[src/rtl/seg_count_scan_ctrl_pkg.sv]
// Shared definitions for the octal counter / display scan controller:
// control FSM encodings, segment patterns and counter width helper.
package seg_count_scan_ctrl_pkg;

    typedef enum logic [1:0] {
        ST_IDLE = 2'd0,
        ST_RUN  = 2'd1,
        ST_HOLD = 2'd2
    } state_t;

    // Segment order {a,b,c,d,e,f,g}, active-high
    localparam logic [6:0] SEG_0     = 7'b1111110;
    localparam logic [6:0] SEG_1     = 7'b0110000;
    localparam logic [6:0] SEG_2     = 7'b1101101;
    localparam logic [6:0] SEG_3     = 7'b1111001;
    localparam logic [6:0] SEG_4     = 7'b0110011;
    localparam logic [6:0] SEG_5     = 7'b1011011;
    localparam logic [6:0] SEG_6     = 7'b1011111;
    localparam logic [6:0] SEG_7     = 7'b1110000;
    localparam logic [6:0] SEG_BLANK = 7'b0000000;

    function automatic int cnt_w(input int n);
        return (n > 1) ? $clog2(n) : 1;
    endfunction

endpackage

[src/rtl/seg_count_scan_ctrl_seg7_oct_dec.sv]
// Combinational 3-bit octal digit to 7-segment decoder, shared by all
// display positions through the scan multiplexer.
module seg7_oct_dec
    import seg_count_scan_ctrl_pkg::*;
(
    input  logic [2:0] digit,
    output logic [6:0] seg
);

    always_comb begin
        seg = SEG_BLANK;
        unique case (digit)
            3'd0: seg = SEG_0;
            3'd1: seg = SEG_1;
            3'd2: seg = SEG_2;
            3'd3: seg = SEG_3;
            3'd4: seg = SEG_4;
            3'd5: seg = SEG_5;
            3'd6: seg = SEG_6;
            3'd7: seg = SEG_7;
        endcase
    end

endmodule

[src/rtl/seg_count_scan_ctrl.sv]
// Run/stop controller for a cascaded octal counter with a time-multiplexed
// 7-segment display scanner sharing one decoder across all digits.
module seg_count_scan_ctrl
    import seg_count_scan_ctrl_pkg::*;
#(
    parameter int NUM_DIGITS = 4,
    parameter int SCAN_DIV   = 1000,
    parameter int TICK_DIV   = 50000
)(
    input  logic                    CLK,
    input  logic                    RESET,
    input  logic                    START,
    input  logic                    STOP,
    input  logic                    CLEAR,
    output logic [3*NUM_DIGITS-1:0] Q,
    output logic                    RUN,
    output logic                    CARRY,
    output logic [NUM_DIGITS-1:0]   DIG,
    output logic [6:0]              SEG
);

    localparam int TW = cnt_w(TICK_DIV);
    localparam int SW = cnt_w(SCAN_DIV);
    localparam int IW = cnt_w(NUM_DIGITS);

    localparam logic [TW-1:0] TICK_LAST = TW'(TICK_DIV - 1);
    localparam logic [SW-1:0] SCAN_LAST = SW'(SCAN_DIV - 1);
    localparam logic [IW-1:0] IDX_LAST  = IW'(NUM_DIGITS - 1);

    state_t                state;
    logic [TW-1:0]         tick_cnt;
    logic [SW-1:0]         scan_cnt;
    logic [IW-1:0]         scan_idx;
    logic [2:0]            digit [NUM_DIGITS];
    logic [NUM_DIGITS:0]   inc;
    logic                  step;
    logic [2:0]            scan_digit;
    logic [6:0]            seg_dec;

    // A STOP or CLEAR on the terminal tick swallows the increment
    assign step   = (state == ST_RUN) && !CLEAR && !STOP && (tick_cnt == TICK_LAST);
    assign inc[0] = step;

    genvar i;
    generate
        for (i = 0; i < NUM_DIGITS; i++) begin : g_digit
            assign inc[i+1]     = inc[i] && (digit[i] == 3'd7);
            assign Q[3*i +: 3]  = digit[i];

            always_ff @(posedge CLK) begin
                if (RESET || CLEAR)
                    digit[i] <= 3'd0;
                else if (inc[i])
                    digit[i] <= digit[i] + 3'd1;
            end
        end
    endgenerate

    always_ff @(posedge CLK) begin
        if (RESET) begin
            state    <= ST_IDLE;
            RUN      <= 1'b0;
            CARRY    <= 1'b0;
            tick_cnt <= '0;
        end else begin
            CARRY <= 1'b0;
            if (CLEAR) begin
                state    <= ST_IDLE;
                RUN      <= 1'b0;
                tick_cnt <= '0;
            end else begin
                unique case (state)
                    ST_IDLE: begin
                        if (START && !STOP) begin
                            state    <= ST_RUN;
                            RUN      <= 1'b1;
                            tick_cnt <= '0;
                        end
                    end
                    ST_RUN: begin
                        // tick_cnt is frozen on the STOP edge so HOLD resumes the partial interval
                        if (STOP) begin
                            state <= ST_HOLD;
                            RUN   <= 1'b0;
                        end else begin
                            tick_cnt <= step ? '0 : tick_cnt + TW'(1);
                            CARRY    <= inc[NUM_DIGITS];
                        end
                    end
                    ST_HOLD: begin
                        if (START && !STOP) begin
                            state <= ST_RUN;
                            RUN   <= 1'b1;
                        end
                    end
                    default: begin
                        state <= ST_IDLE;
                        RUN   <= 1'b0;
                    end
                endcase
            end
        end
    end

    assign scan_digit = digit[scan_idx];

    seg7_oct_dec u_dec (
        .digit (scan_digit),
        .seg   (seg_dec)
    );

    // DIG and SEG share one register stage so a digit never shows a neighbour's pattern
    always_ff @(posedge CLK) begin
        if (RESET) begin
            scan_cnt <= '0;
            scan_idx <= '0;
            DIG      <= '0;
            SEG      <= SEG_BLANK;
        end else begin
            DIG <= NUM_DIGITS'(1) << scan_idx;
            SEG <= seg_dec;
            if (scan_cnt == SCAN_LAST) begin
                scan_cnt <= '0;
                scan_idx <= (scan_idx == IDX_LAST) ? '0 : scan_idx + IW'(1);
            end else begin
                scan_cnt <= scan_cnt + SW'(1);
            end
        end
    end

endmodule

[config.mk]
export PLATFORM = sky130hd
export DESIGN_NAME = seg_count_scan_ctrl
export DESIGN_NICKNAME = d
export VERILOG_FILES = /design/src/rtl/seg_count_scan_ctrl_pkg.sv /design/src/rtl/seg_count_scan_ctrl_seg7_oct_dec.sv /design/src/rtl/seg_count_scan_ctrl.sv
export SDC_FILE = /design/constraint.sdc
export NUM_CORES = 1
export LEC_CHECK = 0
export ABC_CLOCK_PERIOD_IN_PS = 4700
export CELL_PAD_IN_SITES_DETAIL_PLACEMENT = 0
export CELL_PAD_IN_SITES_GLOBAL_PLACEMENT = 1
export CORE_MARGIN = 2
export CORE_UTILIZATION = 34
export DETAILED_ROUTE_END_ITERATION = 8
export HOLD_SLACK_MARGIN = 0.08
export PLACE_DENSITY_LB_ADDON = 0.1
export SKIP_CTS_REPAIR_TIMING = 1
export SYNTH_ARGS = -nofsm -noshare
export SYNTH_HDL_FRONTEND = slang
export SYNTH_SLANG_ARGS = --single-unit
export TNS_END_PERCENT = 30
[constraint.sdc]
create_clock -name CLK -period 4.7 [get_ports CLK]
set_input_delay 0.94 -clock CLK [delete_from_list [all_inputs] [get_ports CLK]]
set_output_delay 0.94 -clock CLK [all_outputs]
set_load 0.01 [all_outputs]
== Word-level counts from Yosys, hierarchy flattened ==
Memories as Yosys holds them, arrays and structs flattened. A register that Yosys moved wholly into a read port is not among the register bits.
Cells that the tools add are included.

* Shift operators: 1
* Muxes and demuxes: 31
* Equal/unequal tests: 13
* Bitwise gates (word level): 5
* Reductions and logical operators: 19
* Add/sub/neg operators: 7

{| class="wikitable"
|+ Operators with widths
! operator !! count
|-
| $mux W16 || 3
|-
| $pmux W16 S2 || 1
|-
| $add A16 B1 Y16 const B || 1
|-
| $eq A16 B16 Y1 const B || 1
|-
| $mux W1 || 16
|-
| $add A3 B1 Y3 const B || 4
|-
| $eq A3 B3 Y1 const B || 4
|-
| $mux W3 || 4
|-
| $add A10 B1 Y10 const B || 1
|-
| $eq A10 B10 Y1 const B || 1
|-
| $mux W2 || 5
|-
| $logic_and A1 B1 Y1 || 8
|-
| $ne A2 B2 Y1 const B || 3
|-
| $reduce_or A2 Y1 || 3
|-
| $eq A2 B2 Y1 const B || 2
|-
| $or A1 B1 Y1 || 4
|-
| $pmux W2 S2 || 1
|-
| $reduce_or A4 Y1 || 1
|-
| $shl A1 B2 Y4 const A || 1
|-
| $reduce_and A3 Y1 || 1
|-
| $add A2 B1 Y2 const B || 1
|-
| $eq A2 B1 Y1 const B || 1
|-
| $logic_not A1 Y1 || 2
|-
| $logic_not A2 Y1 || 1
|-
| other kinds (6) || 6
|}

* Word-level logic and storage cells: 85
* Output and inout port bits: 25
* Memory bits (writable): 12
* Bits of input ports: 5
* Memories: 2
* Register bits: 36
* ROM bits: 56

{| class="wikitable"
|+ Memory list
! memory !! depth !! width !! read ports !! clocked after memory_dff !! wr ports !! line !! RTL
|-
| (no name shown) || 8 || 7 || 1 || 1 || 0 || seg_count_scan_ctrl_seg7_oct_dec.sv:12 || <nowiki>unique case (digit)</nowiki>
|-
| digit || 4 || 3 || 5 || 1 || 4 || seg_count_scan_ctrl.sv:34 || <nowiki>logic [2:0] digit [NUM_DIGITS];</nowiki>
|}

== Logic depth before layout (Yosys ltp) ==
* Word-level depth: 11
* Depth in mapped cells: 7

== By module ==
A second synthesis with hierarchy kept.

* Cells, all modules: 270
* Area total of the unflattened synthesis: 2691.3 µm²

{| class="wikitable"
|+ By module, submodules not included
! module !! area each (µm²) !! cells an instance !! instances
|-
| seg_count_scan_ctrl || 2533.7 || 249 || 1
|-
| seg7_oct_dec || 157.7 || 21 || 1
|}

== Worst setup path after synthesis ==
Ideal clock, no wire load.

* Path kind: in2reg
* Start: input port RESET
* End: register tick_cnt[14]
* Path buffers: 2
* Required time: 4.626 ns
* Cell stages on the path: 7
* Path slack: 2.258 ns
* Arrival time: 2.367 ns
* Path through: clkbuf_1 > or4b_4 > nor2_4 > nand2b_1 > buf_2 > or3_1 > o21ai_0

* Word-level cells in the longest chain between the ends: 1

{| class="wikitable"
|+ Ends and longest elaborated chain
! element !! line !! RTL
|-
| from (decl) || seg_count_scan_ctrl.sv:11 || <nowiki>input logic RESET,</nowiki>
|-
| $reduce_or A2 Y1 (no line) || - ||
|-
| to (signal assigned) || seg_count_scan_ctrl.sv:86 || <nowiki>tick_cnt <= step ? '0 : tick_cnt + TW'(1);</nowiki>
|-
| to (decl) || seg_count_scan_ctrl.sv:31 || <nowiki>logic [TW-1:0] tick_cnt;</nowiki>
|}

No other way between the ends.
A chain may end at the register's enable or synchronous reset.

==> flow_summary.json <==
{
  "setup_violations": 0,
  "wl_met1_um": 2770,
  "fin_nets": 319,
  "cts.sinks": 56,
  "synth_top_flop_cell": "dfxtp_1",
  "h-tree-depth": 2,
  "dieArea_um2": 8400,
  "core.rowCount": 31,
  "design.core.area_um2": 7330,
  "synth_nets": 290,
  "die_y_um": 91.7,
  "path_cells": "clkdlybuf4s50_1 > nand4bb_1 > nor4_2 > nand3_1 > o21ai_0",
  "clk_path_buf_depth": 2,
  "ys_seq_area_share_pct": 47.5,
  "pwr-share-clk_pct": 38.0,
  "cp.arrival_ns": 3.15,
  "layout-drive-gt1-share_pct": 6.38,
  "timing.final.crit_share_pct": 67.5,
  "p_sw_uw": 203,
  "dr.pass1.iters": 5,
  "antenna_found_initial": 0,
  "post-route-util_pct": 42.7,
  "layout_commonest_cell": "dfxtp_1",
  "vias": 1962,
  "synthCells": 268,
  "required_ns": 4.68,
  "chipWidth_um": 91.7,
  "slew-limit-headroom_pct": 37.9,
  "worstSetupEndpointType": "register",
  "async_flop_share_pct": 0,
  "boundaryPins": 30,
  "crit_slowest_cell": "nor4_2",
  "finalPower_uw": 933,
  "yosysWarnings": 0,
  "fin_setup_tns_ns": 0,
  "syn_area_um2": 2610,
  "worst_clock_skew_ns": 0.00584,
  "dp.final_hpwl_um": 3930,
  "clk_latency_ns": 0.31,
  "antennaDiodeCount": 0,
  "syn_area_per_cell_um2": 9.75,
  "path_delay_family": "simple AND/OR/NAND/NOR gates",
  "routed_wl_um": 5380,
  "swShare_pct": 21.8,
  "internal_power_uw": 730,
  "grt_max_degree": 19,
  "port_buffers": 29,
  "met2_length_um": 2320,
  "path_max_fanout": 11,
  "finalHoldViolCount": 0,
  "p_comb_share_pct": 7.1,
  "critPathLaunchType": "primary input",
  "hold_path.class": "reg -> reg",
  "syn_to_final_growth_pct": 19.7,
  "cts_tree": "built",
  "gp_congestion": 0.746,
  "synth-edff-count": 12,
  "worst_slew_pin_slew_ns": 0.924,
  "drv_cap": 0,
  "p_seq_share_pct": 54.9,
  "route.met3.wl_um": 267,
  "route.top_layer_used": "met4",
  "maxSlewViolCount": 0,
  "gr-usage-all-layers_pct": 13.4,
  "p_leak_uw": 0.00121,
  "mostFrequentLayoutCells": "dfxtp_1, nor2_1, clkdlybuf4s50_1",
  "grt_pass1_wl_um": 9080,
  "grt_pass1_vias": 1816,
  "power_density_nw_per_um2": 298,
  "start_util_pct": 35.6,
  "cts_buffers": 5,
  "crit_type": "in -> reg",
  "ant_nets": 0,
  "slowest_delay_ns": 0.84,
  "drtIter0Drc": 87,
  "fmaxAchievable_mhz": 315,
  "ir_drop_mv": 0.113,
  "status": "complete, no violations",
  "yosysUniqueCellTypes": 48,
  "grt.overflow.total": 0,
  "routedWlPerCell_um": 13.6,
  "ys_ff_latch": 56,
  "drc": 0,
  "clockRootBuffer": "clkbuf_8",
  "worst_setup_hold_path_clk_slew_ns": 0.10,
  "vias_per_cell": 4.94,
  "crit_buf_inv": 1,
  "period_needed_ns": 3.17,
  "rsz0062_at_grt": "no"
}
[state kept, by name, indices dropped and copies added, names as in the netlist, named ones only]
| register | count |
|---|---|
| CARRY | 1 |
| DIG | 4 |
| RUN | 1 |
| SEG | 7 |
| digit | 12 |
| scan_cnt | 10 |
| scan_idx | 2 |
| state | 1 |
| tick_cnt | 16 |
[path summary, 6_finish.rpt]
check / from / to / cells past startpoint / slack [ns]
hold / removal: scan_cnt[0] / scan_cnt[0] / 1 / 0.45
hold reg to reg: scan_cnt[0] / scan_cnt[0] / 1 / 0.45
setup / recovery: CLEAR / digit[3][0] / 5 / 1.53
setup reg to reg: tick_cnt[5] / digit[3][0] / 4 / 1.98
[worst register-to-register path, stage by stage (launching register included)]
cell and delay (ns):
dfxtp_1 0.39, or4b_1 0.57, nor4_2 0.78, nand3_1 0.26, o21ai_0 0.40
[per-stage QoR]
stage,hold slack [ns],std cells,cell area (um2),setup WS (ns)
final,0.452,397,3130,1.53
after global placement,0.431,389,3000,1.20
after CTS,0.457,397,3130,1.48
after detailed placement,0.440,389,3000,1.18
after floorplan,0.413,268,2610,2.26
after global routing,0.467,397,3130,1.32
[cell families after synthesis]
kind of cell / synth area share, %
xor gates and xnor gates: 2.68
AOI/OAI and AO/OA: 11.7
muxes: 3.40
adders and majority gates: 8.14
and+or+nand+nor: 23.8
buffers and inverters: 2.78
DFF: 47.5
[routing by layer]
| layer | global-route usage, % | up-vias |
|---|---|---|
| li1 | - | 1018 |
| met1 | 19.8 | 892 |
| met2 | 19.9 | 50 |
| met3 | 2.63 | 2 |
| met4 | 3.79 | 0 |
| met5 | 0 | - |
[cell usage after synthesis, types with 2 or more instances]
library cell  number  area [um2]
dfxtp_1           44         881
nor2_1            31         116
nand2_1           24        90.1
ha_1              17         213
o21ai_0           16        80.1
a21oi_1           12        60.1
edfxtp_1          12         360
inv_1             11        41.3
and3_1            10        62.6
a21o_1             7        52.6
nor3_1             6        30.0
a31oi_1            5        31.3
and2_1             5        31.3
clkbuf_1           5        18.8
nand3_1            5        25.0
nand4_1            5        31.3
xnor2_1            5        43.8
nor3b_1            4        30.0
mux4_2             3        67.6
nand2b_1           3        18.8
nor4_1             3        18.8
o31ai_1            3        22.5
or3_1              3        18.8
xor2_1             3        26.3
a211oi_1           2        15.0
nand4bb_1          2        22.5
[power groups by stage]
stage	registers, uW	logic [uW]	clock network, uW
5_1_grt	515	73.5	387
3_5_place_dp	524	66.8	0
2_1_floorplan	527	28.7	0
3_3_place_gp	524	67.1	0
6_report	513	66.4	354
4_1_cts	513	67.1	367
[final cells by class]
cell class / count / area, um2
fillers: 726 / 4200
multi-input cells: 194 / 1300
flip-flops and latches: 56 / 1240
repair buffers: 29 / 290
well taps: 99 / 124
clock buffers: 6 / 93.8
inverters: 11 / 41.3
clock inverters: 2 / 38.8
Note: power is estimated with default switching activity, not from simulation.
